$ cat src/rtl/stream_upsizer.sv
// -----------------------------------------------------------------------------
// stream_upsizer
//
// Narrow-to-wide valid/ready stream packer. Gathers RATIO consecutive
// DATA_WIDTH beats into one DATA_WIDTH*RATIO word. The first accepted beat
// lands in the least-significant lane. The output word is registered.
// Throughput is one narrow beat per cycle, with no bubbles, while ready_m is high.
//
// Parameters
//   DATA_WIDTH  width of one input beat
//   RATIO       input beats per output word (>= 2, any integer)
//
// Ports
//   clk      clock; all state updates on posedge
//   rst      synchronous, active-high reset
//   ready_s  upstream may transfer when valid_s && ready_s
//   valid_s  input beat valid
//   data_s   input beat
//   ready_m  downstream accepts the output word
//   valid_m  output word valid (registered)
//   data_m   packed output word (registered)
//   last_s   [STREAM_UPSIZER_LAST_EN] final beat of a packet
//   last_m   [STREAM_UPSIZER_LAST_EN] word ends a packet
//   keep_m   [STREAM_UPSIZER_LAST_EN] lane-valid mask, bit i = lane i
//
// Build option
//   STREAM_UPSIZER_LAST_EN  When defined, the packet ports are added, and a beat
//                           with last_s flushes a partial word.
//
// ready_s depends combinationally on ready_m (and on last_s when packet
// support is built in). Place a registered stage in front of this block if
// that path is timing-critical.
// -----------------------------------------------------------------------------
module stream_upsizer #(
  parameter int DATA_WIDTH = 8,
  parameter int RATIO      = 4
) (
  input  logic                        clk,
  input  logic                        rst,
  output logic                        ready_s,
  input  logic                        valid_s,
  input  logic [DATA_WIDTH-1:0]       data_s,
  input  logic                        ready_m,
  output logic                        valid_m,
  output logic [DATA_WIDTH*RATIO-1:0] data_m
`ifdef STREAM_UPSIZER_LAST_EN
  ,
  input  logic                        last_s,
  output logic                        last_m,
  output logic [RATIO-1:0]            keep_m
`endif
);

  localparam int IDX_W = ($clog2(RATIO) > 1) ? $clog2(RATIO) : 1;
  localparam logic [IDX_W-1:0] LAST_IDX = IDX_W'(RATIO - 1);

  logic [IDX_W-1:0]                  idx_q, idx_d;
  logic [RATIO-2:0][DATA_WIDTH-1:0]  acc_q, acc_d;
  logic                              valid_m_q, valid_m_d;
  logic [DATA_WIDTH*RATIO-1:0]       data_m_q, data_m_d;

  logic flush;
  logic at_last_lane;
  logic accept;
  logic emit;

`ifdef STREAM_UPSIZER_LAST_EN
  logic             last_m_q, last_m_d;
  logic [RATIO-1:0] keep_m_q, keep_m_d;
  assign flush = last_s;
`else
  assign flush = 1'b0;
`endif

  assign at_last_lane = (idx_q == LAST_IDX);

  // Non-final lanes go into the accumulator. They can be taken even while the
  // output register is stalled. Only a beat that closes a word needs the
  // output register to be free.
  assign ready_s = !valid_m_q || ready_m || (!at_last_lane && !flush);
  assign accept  = valid_s && ready_s;
  assign emit    = accept && (at_last_lane || flush);

  always_comb begin
    // NOTE: every variable gets its hold value first. This way no path through
    // the branches below leaves one unassigned, and no latch is inferred.
    idx_d     = idx_q;
    acc_d     = acc_q;
    valid_m_d = valid_m_q;
    data_m_d  = data_m_q;
`ifdef STREAM_UPSIZER_LAST_EN
    last_m_d  = last_m_q;
    keep_m_d  = keep_m_q;
`endif

    if (emit) begin
      // The new word is {data_s at lane idx, gathered lanes below}. Lanes above
      // idx are zero (only reachable on a flush). If ready_m is also high in
      // this cycle, this overwrites the word being consumed, so no bubble occurs.
      data_m_d = '0;
      for (int i = 0; i < RATIO - 1; i++) begin
        if (IDX_W'(i) < idx_q) data_m_d[i*DATA_WIDTH +: DATA_WIDTH] = acc_q[i];
      end
      for (int i = 0; i < RATIO; i++) begin
        if (IDX_W'(i) == idx_q) data_m_d[i*DATA_WIDTH +: DATA_WIDTH] = data_s;
      end
`ifdef STREAM_UPSIZER_LAST_EN
      for (int i = 0; i < RATIO; i++) begin
        keep_m_d[i] = (IDX_W'(i) <= idx_q);
      end
      last_m_d = last_s;
`endif
      valid_m_d = 1'b1;
      idx_d     = '0;
    end else begin
      if (accept) begin
        for (int i = 0; i < RATIO - 1; i++) begin
          if (IDX_W'(i) == idx_q) acc_d[i] = data_s;
        end
        idx_d = idx_q + 1'b1;
      end
      if (ready_m) valid_m_d = 1'b0;
    end
  end

  always_ff @(posedge clk) begin
    if (rst) begin
      idx_q     <= '0;
      // NOTE: the accumulator and the output data are cleared here even though
      // valid_m alone gates them. A reset must leave no trace of a partially
      // gathered packet, and a stable all-zero output is easier to debug.
      acc_q     <= '0;
      valid_m_q <= 1'b0;
      data_m_q  <= '0;
`ifdef STREAM_UPSIZER_LAST_EN
      last_m_q  <= 1'b0;
      keep_m_q  <= '0;
`endif
    end else begin
      // NOTE: non-blocking assignments. All flops sample their _d values
      // together at the edge, regardless of the statement order.
      idx_q     <= idx_d;
      acc_q     <= acc_d;
      valid_m_q <= valid_m_d;
      data_m_q  <= data_m_d;
`ifdef STREAM_UPSIZER_LAST_EN
      last_m_q  <= last_m_d;
      keep_m_q  <= keep_m_d;
`endif
    end
  end

  assign valid_m = valid_m_q;
  assign data_m  = data_m_q;
`ifdef STREAM_UPSIZER_LAST_EN
  assign last_m  = last_m_q;
  assign keep_m  = keep_m_q;
`endif

endmodule

$ cat config.mk
export PLATFORM = sky130hd
export DESIGN_NAME = stream_upsizer
export DESIGN_NICKNAME = d
export VERILOG_FILES = /design/src/rtl/stream_upsizer.sv
export SDC_FILE = /design/constraint.sdc
export NUM_CORES = 1
export LEC_CHECK = 0
export ABC_AREA = 1
export BUFFER_PORTS_ARGS = -buffer_cell sky130_fd_sc_hd__buf_4
export CORE_MARGIN = 3
export CORE_UTILIZATION = 40
export CTS_CLUSTER_SIZE = 20
export DETAILED_ROUTE_END_ITERATION = 16
export GPL_TIMING_DRIVEN = 0
export SYNTH_ARGS = -nofsm -noshare
export SYNTH_HDL_FRONTEND = slang
export SYNTH_SLANG_ARGS = --single-unit
$ cat constraint.sdc
create_clock -name clk -period 2.1 [get_ports clk]
set_clock_uncertainty 0.15 [all_clocks]
set_input_delay 0.315 -clock clk [delete_from_list [all_inputs] [get_ports clk]]
set_output_delay 0.315 -clock clk [all_outputs]
set_load 0.02 [all_outputs]
# Yosys cells after proc, flatten, opt, wreduce, memory -nomap -nowiden

Index checks and enable logic that the tools add are counted.

Register bits after elaboration: 59
Bits of input ports: 12
Output and inout port bits: 34

$add $sub $neg: 1
Magnitude comparators: 3
Eq/ne operators: 4
Mux-type cells: 9
Bitwise operators: 1
Reduce and logical (&&, ||, !) cells: 12

Operator list:

| operator                                                              | count |
|---|---|
| 8-bit two-way mux                                                     | 7 |
| 3-bit AND reduction                                                   | 3 |
| 2-bit equality test (first input constant)                            | 2 |
| 1-bit by 2-bit < comparator with 1-bit output (first input constant)  | 2 |
| 2-bit by 1-bit adder with 2-bit output (second input constant)        | 1 |
| 1-bit by 2-bit equality test with 1-bit output (first input constant) | 1 |
| 2-bit equality test (second input constant)                           | 1 |
| 1-bit logical AND                                                     | 2 |
| 1-bit zero test                                                       | 2 |
| 2-bit zero test                                                       | 1 |
| 1-bit logical OR                                                      | 2 |
| 2-bit < comparator (first input constant)                             | 1 |
| 1-bit two-way mux                                                     | 2 |
| 2-bit nonzero test                                                    | 1 |
| 2-bit OR reduction                                                    | 1 |
| 1-bit NOT                                                             | 1 |

# Depth between registers and ports, before layout

Depth after elaboration: 7
Mapped depth: 9

# Least setup slack after synthesis

No wires, ideal clock.

Path type: reg-to-reg
Start: register idx_q[1]
End: register data_m_q[0], in the netlist data_m[0]
Library setup time: 0.113 ns
Arrival time: 1.379 ns
Required time: 1.837 ns
Setup slack: 0.458 ns
Stages on the path, launching flop included: 10
Path buffers: 3
Period minus slack after synthesis: 1.642 ns
Cells stage by stage: dfxtp_1 > buf_2 > inv_1 > ha_1 > buf_2 > clkbuf_1 > nand2_1 > o21ai_0 > nor2_1 > nor2_1

Longest elaborated chain between the ends: 5

Ends and longest elaborated chain:

| what                                                                                                  | line | source |
|---|---|---|
| start, declared                                                                                       | 57   | `logic [IDX_W-1:0] idx_q, idx_d;` |
| start signal, assigned                                                                                | 142  | `idx_q <= idx_d;` |
| parallel branches: the longest is 5 deep, another holds 1-bit by 2-bit < comparator with 1-bit output | n/a  |  |
| end signal, assigned                                                                                  | 145  | `data_m_q <= data_m_d;` |
| end, declared                                                                                         | 60   | `logic [DATA_WIDTH*RATIO-1:0] data_m_q, data_m_d;` |

Parallel ways; which one is timed is not known.
A chain may end at the register's enable or synchronous reset.

# Final worst setup path

Start: register idx_q[0]
End: output ready_s

Longest elaborated chain between the ends: 3

Ends and longest elaborated chain:

| what                | line | source |
|---|---|---|
| 2-bit equality test | 75   | `assign at_last_lane = (idx_q == LAST_IDX);` |
| 1-bit zero test     | 80   | `assign ready_s = !valid_m_q \|\| ready_m \|\| (!at_last_lane && !flush);` |
| 1-bit logical OR    | 80   |  |
| end, declared       | 40   | `output logic ready_s,` |

Every way passes these cells.

==> out/qor.csv <==
stage;metric;value;unit
timing;total of endpoints with negative setup slack in the final report;0;
detailed_routing;total wire length;6733;um
finish;number of antenna cells inserted;0;
run;Max-cap violations;0;
die;height of the die;88.47;um
setup_path;R2R Path End;data_m[7]$_SDFFE_PP0P_;
setup_path;slack of the worst reg-to-reg path;180;ps
synth;cell type contributing the most total cell area after synthesis;sky130_fd_sc_hd__dfxtp_1;
synth;Synthesis Warnings;0;
synth;FFs w/ async S/R, synth;0;
die;number of placed I/O pins;46;
timing;minimum period implied by the final worst setup slack;1945;ps
place;sum of net half-perimeters after detailed placement;4582;um
clock_tree;buffers from clock root to sink, at most;2;
timing;setup repair after global routing missed its margin;no;
setup_path;delay-heaviest family, CP;flip-flops;
synth;total of flip-flops plus latches after synthesis;59;
setup_path;sort of element at the start of the critical path;flop;
global_route;largest net degree at the start of global routing;11;
timing;achievable clock frequency;514.2;MHz
finish;synthesis-to-layout area growth;22.13;%
die;Die X-Extent;88.47;um
setup_path;list of cells traversed by the critical path;ha_1, buf_6, nand3_1, buf_4;
finish;post-route standard cell area excluding fillers;0.003322;mm2
clock_tree;clock tree from TritonCTS;done;
setup_path;crit end category;primary output;
global_route;wire length of the first global-routing pass;11300;um
setup_path;CP peak stage delay;400;ps
global_route;antenna violations before repair;0;
detailed_routing;residual DRC count;0;
place;number of port buffers;44;
finish;Net count, final;486;
clock_tree;cts bufs inserted;9;
pwr;power after layout;2.408;mW
die;starting density of the core;0.4212;
clock_tree;Post-CTS Setup Repair Bufs;0;
setup_path;worst reg2reg startpoint;idx_q[1]$_SDFFE_PP0N_;
timing;final worst path period share;0.9261;
setup_path;Max FO, Critical Path;10;
global_route;global router's overall resource usage;0.1906;
clock_tree;register clock-pin slew on the reported worst setup and hold paths;60;ps
setup_path;start-to-end type of the worst setup path;flop to primary output;
setup_path;arrival time of data at the critical path endpoint;1480;ps
detailed_routing;Detail Route Antenna Nets;0;
setup_path;total buffers and inverters traversed by the critical path;2;
setup_path;startpoint of the most critical setup path;idx_q[0]$_SDFFE_PP0N_;
synth;net count of the mapped netlist;431;
synth;count of cell types in the netlist;19;
clock_tree;number of clock sinks;59;
setup_path;Setup crit end;ready_s;
detailed_routing;count of vias placed by the detailed router;2584;
die;area inside the core boundary;0.006459;mm2
timing;Fin. Hold Viols;0;
place;weighted congestion reported at the end of routability-driven placement;0.7889;
global_route;total grt overflow;0;
timing;number of pins with negative max-slew slack in the final report;0;
timing;Post-Route Hold Slack;114.9;ps
detailed_routing;drt first pass iters;4;
place;total placed instance area;0.003147;mm2
setup_path;number of cells on the worst reg-to-reg path;9;
synth;number of synthesized flops with an enable pin;0;
run_status;run status;complete, no violations;
clock_tree;CTS Root Cell;sky130_fd_sc_hd__clkbuf_8;
clock_tree;deepest level of the CTS H-tree;3;
synth;fraction of synthesized cell area taken by the top area cell type;0.4342;
timing;Worst Max-Slew Pin Slew;521.4;ps
pwr;maximum VDD drop;0.0005829;V
setup_path;worst path required time;1630;ps
clock_tree;insertion delay to the later sink of the worst-skew pair;330;ps
die;area of the die;0.007826;mm2
synth;Netlist Area Pre-Place;0.002720;mm2
synth;most instantiated flip-flop cell in the synthesis netlist;sky130_fd_sc_hd__dfxtp_1;
hold_path;kind of path behind the tightest hold check;input port to flop;
die;total number of placement rows;29;
finish;utilization after layout;0.5143;
timing;Slew HR;0.6524;
setup_path;depth of the critical timing path with buffers and inverters included;4;
finish;share of cells above drive strength 1;0.1684;
detailed_routing;detailed-route wire length per cell;12.20;um
setup_path;worst-path cell with the longest stage delay;sky130_fd_sc_hd__dfxtp_2;
synth;top-count cell post-synth;sky130_fd_sc_hd__nand2_1;
synth;mean instance size in the synthesized netlist;6.554;um2
finish;fill cell total of the finished layout;682;
synth;cell count after synthesis;415;
synth;largest cells by area after synthesis;sky130_fd_sc_hd__dfxtp_1 (43%), sky130_fd_sc_hd__nand2_1 (17%), sky130_fd_sc_hd__nor2_1 (11%);
synth;leading post-synthesis cells by instance count;sky130_fd_sc_hd__nand2_1 (126), sky130_fd_sc_hd__nor2_1 (82), sky130_fd_sc_hd__dfxtp_1 (59), sky130_fd_sc_hd__inv_1 (54), sky130_fd_sc_hd__o21ai_0 (28);
global_route;vias in the first global route;2349;
synth;sequential share of the synthesized area;0.4342;
pwr;cell area power density;724.9;mW/mm2
pwr;standby leakage power;1.761;nW
timing;setup TNS;0;ps
detailed_routing;first-iteration detailed-routing DRC count;167;
detailed_routing;vias per cell;4.681;
report_power, final:
group          internal, mW  switching (mW)  total (mW)
clock                 0.490           0.427       0.917
combinational         0.107           0.200       0.306
sequential             1.17          0.0194        1.18
total                  1.76           0.646        2.41
how the worst min path moves through the flow:
stage                             from                       to  slack, ps  cells past startpoint
2_1_floorplan                data_s[2]   acc_q[10]$_SDFFE_PP0P_        300                      2
3_3_place_gp   data_m[26]$_SDFFE_PP0P_  data_m[26]$_SDFFE_PP0P_        300                      2
3_5_place_dp   data_m[26]$_SDFFE_PP0P_  data_m[26]$_SDFFE_PP0P_        300                      2
4_1_cts                            rst    idx_q[1]$_SDFFE_PP0N_        110                      2
5_1_grt                            rst  data_m[25]$_SDFFE_PP0P_        110                      2
6_report                           rst    idx_q[1]$_SDFFE_PP0N_        110                      2
stage by stage:
step / cells / setup WS, ps
6_report: 552 / 155.3
5_1_grt: 552 / 6.975
4_1_cts: 552 / 44.68
3_5_place_dp: 536 / 94.41
3_3_place_gp: 536 / 119.2
2_1_floorplan: 415 / 458.1
state kept, by name (all words and copies together) (netlist names):
register  flops
valid_m       1
data_m       32
acc_q        24
idx_q         2
logic make-up after synthesis:
group | Yosys count | share of synthesized area
AND/OR/NAND/NOR | 232 | 0.3445
flip-flops | 59 | 0.4342
buffers and inverters | 79 | 0.1274
AO/OA/AOI/OAI | 41 | 0.07543
adder cells (fa/ha/maj) | 4 | 0.01840
metal layers:
metal	wire length [um]	GRT usage	part of all wire
met1	3099	0.2507	0.46
met2	3084	0.3018	0.46
met3	453	0.05773	0.067
met4	95	0.05769	0.014
met5	0	0	0
area by class of cell:
cell class | instances | area (um2) | share of cell area
tap | 77 | 96.34 | 0.02900
buffer | 23 | 137.6 | 0.04143
inverter | 56 | 210.2 | 0.06328
clock buffer | 14 | 162.7 | 0.04896
timing repair buffer | 44 | 330.3 | 0.09943
sequential | 59 | 1182 | 0.3559
multi-input combinational | 277 | 1192 | 0.3589
clock inverter | 2 | 10.01 | 0.003013
placed cells by master (no fill, tap or decap), types with 7 or more instances in the layout:
cell	count
sky130_fd_sc_hd__nor2_1	82
sky130_fd_sc_hd__inv_1	54
sky130_fd_sc_hd__dfxtp_1	58
sky130_fd_sc_hd__buf_4	49
sky130_fd_sc_hd__clkbuf_8	11
sky130_fd_sc_hd__buf_2	7
sky130_fd_sc_hd__nand4_1	8
sky130_fd_sc_hd__o21ai_0	28
sky130_fd_sc_hd__nand2_1	126
sky130_fd_sc_hd__a21oi_1	9
sky130_fd_sc_hd__nand3_1	11
sky130_fd_sc_hd__clkbuf_1	10
what timing repair did:
| action | 4_1_cts | 5_1_grt |
|---|---|---|
| setup endpoints to repair | 0 | 9 |
| endpoints found under the hold margin | 0 | 0 |
| hold buffers | 0 | 0 |
| gates resized for setup | 0 | 3 |
Power figures use the tool's default switching activity.
